===== config.mk =====
export PLATFORM = sky130hd
export DESIGN_NAME = reorder_buffer
export DESIGN_NICKNAME = d
export VERILOG_FILES = /design/src/rtl/reorder_buffer.sv
export SDC_FILE = /design/constraint.sdc
export NUM_CORES = 2
export LEC_CHECK = 0
export ABC_AREA = 0
export ABC_CLOCK_PERIOD_IN_PS = 15000
export CORE_UTILIZATION = 64
export DETAILED_ROUTE_END_ITERATION = 8
export DONT_BUFFER_PORTS = 1
export PLACE_DENSITY = 0.8
export SLEW_MARGIN = 20
export SYNTH_ARGS = -nofsm -noshare
export SYNTH_HDL_FRONTEND = slang
export SYNTH_SLANG_ARGS = --single-unit

===== constraint.sdc =====
create_clock -name clk -period 15 [get_ports clk]
set_input_delay 1.5 -clock clk [delete_from_list [all_inputs] [get_ports clk]]
set_output_delay 1.5 -clock clk [all_outputs]
set_load 0.01 [all_outputs]

===== src/rtl/reorder_buffer.sv =====
// Circular reorder buffer: allocates rename tags at issue, captures CDB results,
// commits in program order and flushes the pipeline on a committed mispredict.
module reorder_buffer #(
    parameter int unsigned DEPTH      = 16,
    parameter int unsigned TAG_WIDTH  = 5,
    parameter int unsigned REG_WIDTH  = 5,
    parameter int unsigned DATA_WIDTH = 32
) (
    input  logic                  clk,
    input  logic                  rst,
    input  logic                  rdy,
    input  logic                  issue_valid,
    input  logic [REG_WIDTH-1:0]  issue_rd,
    output logic                  rob_full,
    output logic [TAG_WIDTH-1:0]  alloc_tag,
    input  logic                  cdb_valid,
    input  logic [TAG_WIDTH-1:0]  cdb_tag,
    input  logic [DATA_WIDTH-1:0] cdb_data,
    input  logic                  cdb_mispredict,
    input  logic [DATA_WIDTH-1:0] cdb_target_pc,
    input  logic [TAG_WIDTH-1:0]  query1_tag,
    output logic                  query1_ready,
    output logic [DATA_WIDTH-1:0] query1_data,
    input  logic [TAG_WIDTH-1:0]  query2_tag,
    output logic                  query2_ready,
    output logic [DATA_WIDTH-1:0] query2_data,
    output logic                  commit_valid,
    output logic [REG_WIDTH-1:0]  commit_rd,
    output logic [DATA_WIDTH-1:0] commit_data,
    output logic [TAG_WIDTH-1:0]  commit_tag,
    output logic                  clear,
    output logic [DATA_WIDTH-1:0] clear_pc
);

    localparam int unsigned PW = (DEPTH > 1) ? $clog2(DEPTH) : 1;

    // Per-entry state
    logic [DEPTH-1:0]      r_busy;
    logic [DEPTH-1:0]      r_ready;
    logic [DEPTH-1:0]      r_mis;
    logic [REG_WIDTH-1:0]  r_rd   [DEPTH];
    logic [DATA_WIDTH-1:0] r_data [DEPTH];
    logic [DATA_WIDTH-1:0] r_tpc  [DEPTH];

    logic [PW-1:0] r_head;
    logic [PW-1:0] r_tail;
    logic [PW:0]   r_count;

    logic                  r_commit_valid;
    logic [REG_WIDTH-1:0]  r_commit_rd;
    logic [DATA_WIDTH-1:0] r_commit_data;
    logic [TAG_WIDTH-1:0]  r_commit_tag;
    logic                  r_clear;
    logic [DATA_WIDTH-1:0] r_clear_pc;

    logic          w_commit;
    logic          w_flush;
    logic          w_issue;
    logic          w_cdb_hit;
    logic [PW-1:0] w_cdb_idx;
    logic [PW:0]   w_count_next;

    assign rob_full  = (r_count == (PW + 1)'(DEPTH));
    assign alloc_tag = TAG_WIDTH'(r_tail) + TAG_WIDTH'(1);

    // Control decode: commit from registered state; a flushing commit drops any issue
    always_comb begin
        w_commit  = rdy && r_busy[r_head] && r_ready[r_head];
        w_flush   = w_commit && r_mis[r_head];
        w_issue   = rdy && issue_valid && !rob_full && !w_flush;
        w_cdb_idx = PW'(cdb_tag - TAG_WIDTH'(1));
        w_cdb_hit = cdb_valid && (cdb_tag != '0) && (cdb_tag <= TAG_WIDTH'(DEPTH))
                    && r_busy[w_cdb_idx];
        w_count_next = r_count;
        if (w_issue && !w_commit) begin
            w_count_next = r_count + (PW + 1)'(1);
        end else if (!w_issue && w_commit) begin
            w_count_next = r_count - (PW + 1)'(1);
        end
    end

    // Entry flags and pointers; later assignments (commit free, flush) take priority
    always_ff @(posedge clk) begin
        if (rst) begin
            r_busy  <= '0;
            r_ready <= '0;
            r_mis   <= '0;
            r_head  <= '0;
            r_tail  <= '0;
            r_count <= '0;
        end else if (rdy) begin
            if (w_cdb_hit) begin
                r_ready[w_cdb_idx] <= 1'b1;
                r_mis[w_cdb_idx]   <= cdb_mispredict;
            end
            if (w_issue) begin
                r_busy[r_tail]  <= 1'b1;
                r_ready[r_tail] <= 1'b0;
                r_mis[r_tail]   <= 1'b0;
                r_tail          <= r_tail + PW'(1);
            end
            if (w_commit) begin
                r_busy[r_head]  <= 1'b0;
                r_ready[r_head] <= 1'b0;
                r_head          <= r_head + PW'(1);
            end
            r_count <= w_count_next;
            if (w_flush) begin
                r_busy  <= '0;
                r_ready <= '0;
                r_mis   <= '0;
                r_head  <= '0;
                r_tail  <= '0;
                r_count <= '0;
            end
        end
    end

    // Entry payload; only meaningful while the matching busy/ready bits are set
    always_ff @(posedge clk) begin
        if (!rst && rdy) begin
            if (w_cdb_hit) begin
                r_data[w_cdb_idx] <= cdb_data;
                r_tpc[w_cdb_idx]  <= cdb_target_pc;
            end
            if (w_issue) begin
                r_rd[r_tail] <= issue_rd;
            end
        end
    end

    // Registered commit and clear outputs; pulses drop while rdy is low
    always_ff @(posedge clk) begin
        if (rst) begin
            r_commit_valid <= 1'b0;
            r_commit_rd    <= '0;
            r_commit_data  <= '0;
            r_commit_tag   <= '0;
            r_clear        <= 1'b0;
            r_clear_pc     <= '0;
        end else if (!rdy) begin
            r_commit_valid <= 1'b0;
            r_clear        <= 1'b0;
        end else begin
            r_commit_valid <= w_commit;
            r_clear        <= w_flush;
            if (w_commit) begin
                r_commit_rd   <= r_rd[r_head];
                r_commit_data <= r_data[r_head];
                r_commit_tag  <= TAG_WIDTH'(r_head) + TAG_WIDTH'(1);
            end
            if (w_flush) begin
                r_clear_pc <= r_tpc[r_head];
            end
        end
    end

    assign commit_valid = r_commit_valid;
    assign commit_rd    = r_commit_rd;
    assign commit_data  = r_commit_data;
    assign commit_tag   = r_commit_tag;
    assign clear        = r_clear;
    assign clear_pc     = r_clear_pc;

    // Operand lookup: {ready, data}; stored result wins over a same-cycle CDB broadcast
    function automatic logic [DATA_WIDTH:0] f_query(input logic [TAG_WIDTH-1:0] tag);
        logic [PW-1:0] idx;
        logic          in_range;
        idx      = PW'(tag - TAG_WIDTH'(1));
        in_range = (tag <= TAG_WIDTH'(DEPTH));
        if (tag == '0) begin
            return {1'b1, {DATA_WIDTH{1'b0}}};
        end else if (in_range && r_busy[idx] && r_ready[idx]) begin
            return {1'b1, r_data[idx]};
        end else if (cdb_valid && (cdb_tag == tag)) begin
            return {1'b1, cdb_data};
        end
        return '0;
    endfunction

    // Both query ports resolved independently
    always_comb begin
        {query1_ready, query1_data} = f_query(query1_tag);
        {query2_ready, query2_data} = f_query(query2_tag);
    end

endmodule


==> impl_results.md <==
* Worst-path clk slew at 0.06 ns
* Layout cells sized above 1 at 0.3189
* Starting Density at 0.6456
* Post-CTS resize count at 0
* 1st-pass router iterations at 6
* First-pass GRT wire length at 223.2 mm
* Synth area leaders: edfxtp_1 58%, mux4_2 27%, dfxtp_1 4.8%
* Detailed Route Iter0 Violations at around 4600
* Mapped cell area at 0.05705 mm2
* CP Data Required Time at between 10 and 15 ns
* Critical Path AT at about 5.2 ns
* Placer congestion estimate at between 0.9 and 1
* Vias in the first global route at 33370
* DIE AREA at between 0.09 and 0.1 mm2
* Cell Rows at about 110
* Maximum net fanout on the critical path at between 100 and 150
* Final Max Tran Viols at 0
* Syn Nets at between 3000 and 4000
* CP Cell Sequence: inv_2 > ha_4 > xnor2_4 > buf_4 > mux4_2 > mux4_2 > a21o_2 > buf_4 > mux2i_1 > nor2_1
* GRT Resource Usage Total at 0.3464
* Routed wire length at around 150 mm
* Root Driver: clkbuf_16
* IO Pins at 238
* CP endpoint kind: output pin
* Worst-Margin Slew at 1.185 ns
* Yosys top cell area share at 0.5811
* Register bit total from synthesis at about 1200
* Fin util at 0.7069
* Worst Setup Path Type: input pin to output pin
* Crit path max-delay family: buffers and inverters
* Die Y at between 300 and 400 um
* DR vias/cell at ~7.6
* Cell Pwr Density at around 120 mW/mm2
* Number of synthesized flops with an enable pin at between 1000 and 1500
* Setup WS post-layout at between 8 and 9 ns
* MaxCap Viol Count at 0
* Hold_buf cts at 0
* Port bufs at 0
* Synth unique cells at 60
* Slowest CP cell: buf_4
* Nets at around 3000
* DP HPWL at roughly 83 mm
* Max H-tree Level at 4
* CTS Buffer Depth at 3
* Number of antenna violations at the first check in global routing at 0
* TNS Setup at 0 ns
* CTS Buf Count at approximately 130
* Clock sinks at approximately 1200
* Slowest stage delay, CP at about 0.80 ns
* Commonest register cell after synthesis: edfxtp_1
* NetSw at between 0.001 and 0.0015 W
* Most instantiated library cell after synthesis: edfxtp_1
* Ys Warns at 0
* Relative slew margins at 0.2102
* Area Overhead vs Synth at 9.505%
* HP Class: flip-flop to flip-flop
* Pre-CTS setup slack at approximately 8.5 ns
* Combinational power share at 0.039
* Net Sw Frac at 0.2038
* Sequential-to-total area share from yosys stat at 0.6291
* Seq pwr share at 0.520
* Syn Area/Cell at ~19 um2
* Overall Power at a little over 0.007 W
* Antenna Nets Post-Route at 0
* Crit start category: input pin
* Status: completed
* Synth area leader: edfxtp_1
* Commonest cells post-synth: 1104 x edfxtp_1, 681 x mux4_2, 220 x nand2_1
* CTS tree: built
* Fin crit period at approximately 6.7 ns
* Worst vdd ir at ~0.00011 V
* Post-synth ARST share at 0
* Leakage dissipation at roughly 19 nW
* Final hold vios at 0
* Max frequency at around 150 MHz
* Setup-failing EPs final at 0
* Internal power at between 0.005 and 0.006 W
* Remaining DRCs at 0
* Number of buffers added for setup after CTS at 0
* Total congestion overflow at 0
* Core Region at between 0.08 and 0.09 mm2
* Buf/Inv on CP at 3
* Antenna Cells at 0
* Cell count after synthesis at approximately 3000
* Worst-Skew Late Latency at ~0.75 ns
* Detailed-route via count at approximately 32000
* DR WL/cell at 36.10 um
* Fraction of the cycle the final worst path needs at 0.4454
* Clk_skew at about 0.033 ns
* Largest net degree at the start of global routing at between 100 and 150
* RSZ-0062 raised after global routing: no
* Die width at approximately 300 um
* Clock Power Share at 0.441
placed cells by master, fill, tap and decap left out, types with 11 or more instances in the layout:
master and instances:
ha_1 19, dfxtp_1 133, clkbuf_1 29, nand2b_1 21
nor3_1 14, inv_1 15, xor2_1 13, clkinv_2 22
xnor2_1 11, clkbuf_16 131, buf_4 50, nand2_1 220
nor2_1 132, mux2i_1 78, edfxtp_1 1104, nor2_4 14
a31oi_1 31, nand3_1 18, bufinv_16 12, a21oi_1 90
mux4_2 681, clkinv_1 22, o21ai_0 11, a211oi_1 12
sequential cells by signal, summed over array words and instances (netlist names), 16 cells and up:
register / count
r_rd: 80
r_tpc: 512
r_ready: 16
commit_data: 32
r_data: 512
r_mis: 16
clear_pc: 32
r_busy: 16
worst paths after layout:
kind | start | to | slack, ns | depth (start not counted)
hold reg to reg | r_mis[8] | r_mis[8] | 0.48 | 2
setup reg to reg | r_head[2] | r_rd[13][4] | 9.70 | 8
hold / removal | r_mis[8] | r_mis[8] | 0.48 | 2
setup / recovery | query1_tag[0] | query1_data[3] | 8.32 | 10
layer usage:
layer / global-route usage / part of all wire
met5: 0 / 0
met4: 0.1593 / 0.047
met3: 0.07994 / 0.11
met2: 0.5687 / 0.51
met1: 0.4459 / 0.34
cell type report:
type / instances / area [um2]
Clock buffer: 166 / 3470
Clock inverter: 70 / 711.9
Tap cell: 1165 / 1458
Inverter: 19 / 71.32
Fill cell: 5121 / 25900
Multi-Input combinational cell: 1499 / 20350
Timing Repair Buffer: 56 / 509.2
Sequential cell: 1241 / 35910
cells by family after synthesis:
family	count (synthesis)	share of synthesized area
flip-flops	1241	0.6291
multiplexers	763	0.2835
AND/OR/NAND/NOR	474	0.03572
buffers and inverters	247	0.01790
AO/OA/AOI/OAI	212	0.02423
XOR/XNOR	28	0.004562
adder cells (fa/ha/maj)	22	0.004956
power by group through the flow:
stage	Clock, W	Combinational [W]	Sequential (W)
2_1_floorplan	0	0.000237	0.00383
3_3_place_gp	0	0.000276	0.00383
3_5_place_dp	0	0.000282	0.00383
4_1_cts	0.00322	0.000283	0.00376
5_1_grt	0.00334	0.000297	0.00376
6_report	0.00319	0.000286	0.00376
tightest hold or removal path: cells and delay by family (launching register included):
family          cells  cell delay [ns]
simple gates        1             0.07
flops               1             0.31
compound gates      1             0.06
per-stage QoR:
step	area (um2)	instances	hold slack, ns
finish	62480	4216	0.4774
global route	62480	4216	0.4937
CTS	62470	4216	0.4706
detailed placement	58290	3980	0.4633
global placement	58180	3976	0.4467
floorplan	57050	2987	0.4308
Note: power is estimated with default switching activity, not from simulation.
